**config.mk**
```make
export PLATFORM = sky130hd
export DESIGN_NAME = reset_seq
export DESIGN_NICKNAME = d
export VERILOG_FILES = /design/src/rtl/reset_seq.sv
export SDC_FILE = /design/constraint.sdc
export NUM_CORES = 1
export LEC_CHECK = 0
export ABC_CLOCK_PERIOD_IN_PS = 1750
export BUFFER_PORTS_ARGS = -buffer_cell sky130_fd_sc_hd__buf_2
export CAP_MARGIN = 25
export CORE_ASPECT_RATIO = 0.75
export CORE_MARGIN = 2
export CORE_UTILIZATION = 25
export CTS_CLUSTER_DIAMETER = 80
export DETAILED_ROUTE_END_ITERATION = 8
export PLACE_DENSITY = 0.41
export SLEW_MARGIN = 0
export SYNTH_ARGS = -nofsm -noshare
export SYNTH_HDL_FRONTEND = slang
export SYNTH_SLANG_ARGS = --single-unit
```
**constraint.sdc**
```tcl
create_clock -name clk -period 1.75 [get_ports clk]
set_input_delay 0.0875 -clock clk [delete_from_list [all_inputs] [get_ports clk]]
set_output_delay 0.0875 -clock clk [all_outputs]
set_load 0.01 [all_outputs]
```
**src/rtl/reset_seq.sv**
```systemverilog
// Board reset controller: conditions the reset sources, stretches each request,
// releases the downstream domains in order and keeps a sticky reset-cause register.
//
// state | meaning
// HOLD  | all domains held in reset, stretching after the last request clears
// STAGE | releasing domains one at a time, bit 0 first
// RUN   | all domains released, watchdog armed
module reset_seq #(
  parameter int DEB_CYC  = 4,
  parameter int HOLD_CYC = 16,
  parameter int STEP_CYC = 8,
  parameter int WDT_CYC  = 1000,
  parameter int NDOM     = 3
) (
  input  logic            clk,
  input  logic            rst_n,
  input  logic            sw_rst_n,
  input  logic            ext_rst_n,
  input  logic            soft_rst_n,
  input  logic            wdi,
  input  logic            wdt_en,
  input  logic            cause_clr,
  output logic [NDOM-1:0] dom_rst_n,
  output logic            wdt_rst_n,
  output logic [4:0]      rst_cause,
  output logic            busy
);

  localparam int DEB_W  = $clog2(DEB_CYC + 1);
  localparam int HOLD_W = $clog2(HOLD_CYC + 1);
  localparam int STEP_W = $clog2(STEP_CYC + 1);
  localparam int WDT_W  = $clog2(WDT_CYC + 1);

  localparam logic [DEB_W-1:0]  DEB_MAX   = DEB_W'(DEB_CYC - 1);
  localparam logic [HOLD_W-1:0] HOLD_MAX  = HOLD_W'(HOLD_CYC - 1);
  localparam logic [STEP_W-1:0] STEP_MAX  = STEP_W'(STEP_CYC - 1);
  localparam logic [WDT_W-1:0]  WDT_MAX   = WDT_W'(WDT_CYC - 1);
  localparam logic [NDOM-1:0]   DOM_FIRST = NDOM'(1);

  typedef enum logic [1:0] {
    ST_HOLD,
    ST_STAGE,
    ST_RUN
  } state_t;

  state_t state_q, state_d;
  logic [1:0]        sw_sync_q, sw_sync_d;
  logic [1:0]        ext_sync_q, ext_sync_d;
  logic [2:0]        wdi_sync_q, wdi_sync_d;
  logic [DEB_W-1:0]  deb_q, deb_d;
  logic [HOLD_W-1:0] hold_q, hold_d;
  logic [STEP_W-1:0] step_q, step_d;
  logic [WDT_W-1:0]  wdt_q, wdt_d;
  logic [NDOM-1:0]   dom_q, dom_d;
  logic              busy_q, busy_d;
  logic              wdt_rst_q, wdt_rst_d;
  logic [4:0]        cause_q, cause_d;

  logic sw_low, sw_req, ext_req, soft_req, wdi_edge, wdt_exp, req;

  always_comb begin
    sw_sync_d  = {sw_sync_q[0], sw_rst_n};
    ext_sync_d = {ext_sync_q[0], ext_rst_n};
    wdi_sync_d = {wdi_sync_q[1:0], wdi};

    // sw_req fires on the DEB_CYC-th consecutive low sample, counting the current one
    sw_low   = ~sw_sync_q[1];
    sw_req   = sw_low && (deb_q == DEB_MAX);
    deb_d    = '0;
    if (sw_low) deb_d = (deb_q == DEB_MAX) ? deb_q : deb_q + 1'b1;

    ext_req  = ~ext_sync_q[1];
    soft_req = ~soft_rst_n;
    wdi_edge = wdi_sync_q[1] ^ wdi_sync_q[2];
    wdt_exp  = (state_q == ST_RUN) && wdt_en && !wdi_edge && (wdt_q == WDT_MAX);
    req      = sw_req | ext_req | soft_req | wdt_exp;

    state_d   = state_q;
    hold_d    = hold_q;
    step_d    = step_q;
    dom_d     = dom_q;
    busy_d    = busy_q;
    wdt_rst_d = ~wdt_exp;
    cause_d   = (cause_clr ? 5'b00000 : cause_q)
              | {wdt_exp, ext_req, soft_req, sw_req, 1'b0};

    wdt_d = '0;
    if ((state_q == ST_RUN) && wdt_en && !wdi_edge) wdt_d = wdt_q + 1'b1;

    if (req) begin
      state_d = ST_HOLD;
      hold_d  = '0;
      step_d  = '0;
      dom_d   = '0;
      busy_d  = 1'b1;
      wdt_d   = '0;
    end else begin
      case (state_q)
        ST_HOLD: begin
          if (hold_q == HOLD_MAX) begin
            hold_d = '0;
            step_d = '0;
            dom_d  = DOM_FIRST;
            if (NDOM == 1) begin
              state_d = ST_RUN;
              busy_d  = 1'b0;
            end else begin
              state_d = ST_STAGE;
            end
          end else begin
            hold_d = hold_q + 1'b1;
          end
        end
        ST_STAGE: begin
          if (step_q == STEP_MAX) begin
            step_d = '0;
            dom_d  = (dom_q << 1) | DOM_FIRST;
            if (dom_d[NDOM-1]) begin
              state_d = ST_RUN;
              busy_d  = 1'b0;
            end
          end else begin
            step_d = step_q + 1'b1;
          end
        end
        default: begin
        end
      endcase
    end
  end

  always_ff @(posedge clk or negedge rst_n) begin
    if (!rst_n) begin
      state_q    <= ST_HOLD;
      sw_sync_q  <= '1;
      ext_sync_q <= '1;
      wdi_sync_q <= '1;
      deb_q      <= '0;
      hold_q     <= '0;
      step_q     <= '0;
      wdt_q      <= '0;
      dom_q      <= '0;
      busy_q     <= 1'b1;
      wdt_rst_q  <= 1'b1;
      cause_q    <= 5'b00001;
    end else begin
      state_q    <= state_d;
      sw_sync_q  <= sw_sync_d;
      ext_sync_q <= ext_sync_d;
      wdi_sync_q <= wdi_sync_d;
      deb_q      <= deb_d;
      hold_q     <= hold_d;
      step_q     <= step_d;
      wdt_q      <= wdt_d;
      dom_q      <= dom_d;
      busy_q     <= busy_d;
      wdt_rst_q  <= wdt_rst_d;
      cause_q    <= cause_d;
    end
  end

  assign dom_rst_n = dom_q;
  assign busy      = busy_q;
  assign wdt_rst_n = wdt_rst_q;
  assign rst_cause = cause_q;

endmodule

```
==> report_table.html <==
<table>
<tr><th>Metric</th><th>Value</th></tr>
<tr><th colspan="2">Global route</th></tr>
<tr><td>Overall overflow remaining after global route</td><td>0</td></tr>
<tr><td>Wire length of the first global-routing pass</td><td>6420 um</td></tr>
<tr><td>Number of global-route vias before repair</td><td>1337</td></tr>
<tr><td>Overall routing resource usage</td><td>10.4%</td></tr>
<tr><td>Maximum number of pins on one net before global-route repair</td><td>24</td></tr>
<tr><td>Antenna violations before repair</td><td>0</td></tr>
<tr><th colspan="2">STA</th></tr>
<tr><td>Period minus WS final</td><td>~1.6 ns</td></tr>
<tr><td>Worst hold slack across all endpoints</td><td>0.0245 ns</td></tr>
<tr><td>Accumulated negative setup slack</td><td>0 ns</td></tr>
<tr><td>Number of max-slew violations in the final report</td><td>0</td></tr>
<tr><td>Final worst path period share</td><td>94.1%</td></tr>
<tr><td>Worst Slack Setup Final</td><td>0.103 ns</td></tr>
<tr><td>Total setup violations reported at the end of the flow</td><td>0</td></tr>
<tr><td>Achievable clock frequency</td><td>around 0.61 GHz</td></tr>
<tr><td>Worst-case clock skew</td><td>0.0120 ns</td></tr>
<tr><td>Worst rel slew slack</td><td>68.6%</td></tr>
<tr><td>Setup repair after global routing missed its margin</td><td>yes</td></tr>
<tr><td>Transition time at the pin with the least slew margin</td><td>0.471 ns</td></tr>
<tr><td>Total count of hold-check failures in the final report</td><td>0</td></tr>
<tr><th colspan="2">Drt</th></tr>
<tr><td>Via count</td><td>1293</td></tr>
<tr><td>First-iteration detailed-routing DRC count</td><td>82</td></tr>
<tr><td>Average wire per standard cell</td><td>12.0 um</td></tr>
<tr><td>Initial DRT Pass Iterations</td><td>4</td></tr>
<tr><td>Routed WL</td><td>3790 um</td></tr>
<tr><td>Remaining design rule violation count</td><td>0</td></tr>
<tr><td>Via density</td><td>4.10</td></tr>
<tr><td>Antenna viol nets, final</td><td>0</td></tr>
<tr><th colspan="2">Worst setup path</th></tr>
<tr><td>Biggest fanout along the worst timing path</td><td>5</td></tr>
<tr><td>Maximum cell stage delay along the critical path</td><td>0.42 ns</td></tr>
<tr><td>Endpoint of the most critical register-to-register path</td><td>wdt_q[8]</td></tr>
<tr><td>Library cell contributing the largest single delay on the critical path</td><td>or3b_4</td></tr>
<tr><td>Worst reg2reg setup slack</td><td>about 0.10 ns</td></tr>
<tr><td>Kind of end point of the critical path</td><td>register</td></tr>
<tr><td>Critical path class</td><td>register to register</td></tr>
<tr><td>Kind of launch point of the worst setup path</td><td>register</td></tr>
<tr><td>Worst path top cell family by delay</td><td>simple AND/OR/NAND/NOR gates</td></tr>
<tr><td>CP arrival</td><td>1.87 ns</td></tr>
<tr><td>Buffers and inverters on the worst path</td><td>1</td></tr>
<tr><td>Endpoint required time on the critical path</td><td>1.97 ns</td></tr>
<tr><td>Reg2Reg Depth</td><td>7</td></tr>
<tr><td>Critical path cell sequence</td><td>ha_2 &gt; ha_4 &gt; nand2b_4 &gt; nand3_4 &gt; or3b_4 &gt; buf_6 &gt; nor2_2</td></tr>
<tr><td>Beginning of the worst register-to-register path</td><td>deb_q[1]</td></tr>
<tr><th colspan="2">Logic synthesis</th></tr>
<tr><td>Sequential fraction of the synthesis area</td><td>between 50% and 60%</td></tr>
<tr><td>Distinct cell type count after synthesis</td><td>36</td></tr>
<tr><td>YS warnings</td><td>0</td></tr>
<tr><td>Async SR Flop Fraction</td><td>100%</td></tr>
<tr><td>Ys flop type</td><td>dfrtp_1</td></tr>
<tr><td>EDFF count, synth</td><td>0</td></tr>
<tr><td>Post-synthesis register bit count</td><td>41</td></tr>
<tr><td>Synthesized area per cell</td><td>11.0 um^2</td></tr>
<tr><td>Netlist area before placement</td><td>1840 um^2</td></tr>
<tr><td>Gate count after technology mapping</td><td>168</td></tr>
<tr><td>Total nets after synthesis</td><td>181</td></tr>
<tr><th colspan="2">Placed design</th></tr>
<tr><td>Area post-placement</td><td>2180 um^2</td></tr>
<tr><td>Final RePlAce weighted congestion</td><td>~0.73</td></tr>
<tr><td>Total of buffers placed on input and output ports</td><td>17</td></tr>
<tr><td>Detailed placement HPWL</td><td>2670 um</td></tr>
<tr><td>Worst slack at placement</td><td>-0.0512 ns</td></tr>
<tr><th colspan="2">Power and ir drop</th></tr>
<tr><td>Peak VDD IR</td><td>0.288 mV</td></tr>
<tr><td>Static Leak</td><td>1.03 nW</td></tr>
<tr><td>Ratio of total power to cell area</td><td>802 nW/um^2</td></tr>
<tr><th colspan="2">Layout</th></tr>
<tr><td>Area of all placed cells without fillers</td><td>2410 um^2</td></tr>
<tr><td>Number of nets in the final layout</td><td>around 230</td></tr>
<tr><td>Leading cell types in the layout, fill and taps excluded</td><td>dfrtp_1 (31), buf_2 (17), nor2_1 (16), buf_4 (16), nand2_1 (12)</td></tr>
<tr><td>Number of antenna cells inserted</td><td>0</td></tr>
<tr><td>Most common library cell in the layout ignoring fill and taps</td><td>dfrtp_1</td></tr>
<tr><td>Relative area change from synthesis to final layout</td><td>30.7%</td></tr>
<tr><td>Fin util</td><td>33.4%</td></tr>
<tr><td>Share of post-route cells with drive strength above 1</td><td>between 30% and 40%</td></tr>
<tr><th colspan="2">Clock tree</th></tr>
<tr><td>Clock latency at the later pin of the worst-skew pair</td><td>about 0.3 ns</td></tr>
<tr><td>Inserted Clock Buffers</td><td>5</td></tr>
<tr><td>Clock-pin slew on the worst setup and hold paths</td><td>0.09 ns</td></tr>
<tr><td>Root buffer cell</td><td>clkbuf_8</td></tr>
<tr><td>CTS tree</td><td>done</td></tr>
<tr><td>Maximum clock path buffer count</td><td>2</td></tr>
<tr><td>Sinks on the clock net</td><td>41</td></tr>
<tr><td>Deepest level of the CTS H-tree</td><td>2</td></tr>
<tr><th colspan="2">Floorplanning</th></tr>
<tr><td>Site row count</td><td>27</td></tr>
<tr><td>Die Span X</td><td>103 um</td></tr>
<tr><td>CORE AREA</td><td>7230 um^2</td></tr>
<tr><td>IO Pins</td><td>18</td></tr>
<tr><td>Die outline height</td><td>78.4 um</td></tr>
<tr><td>Die area</td><td>8090 um^2</td></tr>
<tr><td>Starting density of the core</td><td>25.5%</td></tr>
<tr><th colspan="2">Run</th></tr>
<tr><td>Count of maximum capacitance violations</td><td>0</td></tr>
<tr><th colspan="2">Worst hold path</th></tr>
<tr><td>Count of cells along the worst hold path</td><td>2</td></tr>
<tr><td>End point of the most critical hold path</td><td>rst_cause[2]</td></tr>
<tr><td>Worst min-delay path category</td><td>primary input to register</td></tr>
<tr><td>Worst min-delay path startpoint</td><td>soft_rst_n</td></tr>
<tr><th colspan="2">Outcome</th></tr>
<tr><td>Status</td><td>completed</td></tr>
</table>
==> report_power, final <==
part | total [mW] | internal, mW | switching [mW] | leakage (nW)
logic | 0.155 | 0.0765 | 0.0781 | 0.450
registers | 1.00 | 0.984 | 0.0172 | 0.528
clock network | 0.777 | 0.427 | 0.350 | 0.0543
total | 1.93 | 1.49 | 0.445 | 1.03
==> cell type report <==
type                            count  area, um^2
Fill cell                         742        4820
Timing Repair Buffer               41         298
Clock buffer                        5        68.8
Inverter                            9        33.8
Tap cell                          101         126
Sequential cell                    41        1040
Clock inverter                      3        46.3
Multi-Input combinational cell    115         800
==> how the worst max path moves through the flow <==
stage	start	end	slack, ns	depth (start not counted)
finish	deb_q[1]	wdt_q[8]	0.10	7
global route	hold_q[1]	step_q[0]	-0.01	6
CTS	deb_q[0]	wdt_q[8]	0.009	7
detailed placement	deb_q[0]	wdt_q[8]	-0.05	7
global placement	deb_q[0]	wdt_q[3]	-0.01	7
floorplan	deb_q[0]	wdt_q[3]	0.02	7
==> registers in the layout, summed over array words and instances, names as in the netlist <==
signal      cells
rst_cause       5
dom_rst_n       3
state_q         2
busy            1
sw_sync_q       2
wdt_q          10
wdi_sync_q      3
step_q          4
wdt_rst_n       1
deb_q           3
ext_sync_q      2
hold_q          5
==> cell families (layout without fill, tap and decap cells) <==
logic type	after synthesis	count (layout)	synth area share [%]
mux	5	5	2.71
xor+xnor	11	11	5.22
compound gates	22	22	7.46
buf+inv	12	58	3.26
fa+ha+maj	5	5	3.39
simple gates	72	72	21.6
flops	41	41	56.3
==> stage by stage <==
stage,std cells,power (mW)
after global placement,301,1.15
after global routing,315,2.04
after floorplan,168,1.08
after detailed placement,301,1.15
final,315,1.93
after CTS,315,1.96
==> routing by layer <==
metal,GRT usage (%),share of wire [%]
met5,0,0
met2,14.0,40
met1,16.1,56
met4,2.37,0.58
met3,2.94,3.0
==> worst reg2reg max path: stages (launching register included) <==
cell and delay [ns]:
dfrtp_1 0.39, ha_2 0.20, ha_4 0.17, nand2b_4 0.07, nand3_4 0.08, or3b_4 0.42, buf_6 0.15, nor2_2 0.10
==> cells in the mapped netlist (3+ instances only) <==
| library cell | instances | area share (%) |
|---|---|---|
| a211oi_1 | 4 | 1.6 |
| xor2_1 | 5 | 2.4 |
| xnor2_1 | 6 | 2.8 |
| nor2_2 | 9 | 3.1 |
| ha_1 | 5 | 3.4 |
| nand2_1 | 12 | 2.4 |
| dfrtp_1 | 31 | 42 |
| nor2_1 | 17 | 3.5 |
| o21ai_0 | 7 | 1.9 |
| inv_1 | 9 | 1.8 |
| nor3_1 | 6 | 1.6 |
| mux2i_1 | 5 | 2.7 |
| a21oi_1 | 5 | 1.4 |
| nand2b_1 | 3 | 1.0 |
| nand4_1 | 3 | 1.0 |
| nand3_1 | 6 | 1.6 |
| dfstp_2 | 10 | 14 |
| and3b_1 | 3 | 1.4 |
==> repair_timing <==
action	CTS	global route
hold endpoints to repair	19	0
setup endpoints to repair	10	23
setup buffers	0	1
hold buffers	5	0
gates cloned	1	0
pin swaps	2	5
resized for setup	5	10
Note: power is estimated with default switching activity, not from simulation.
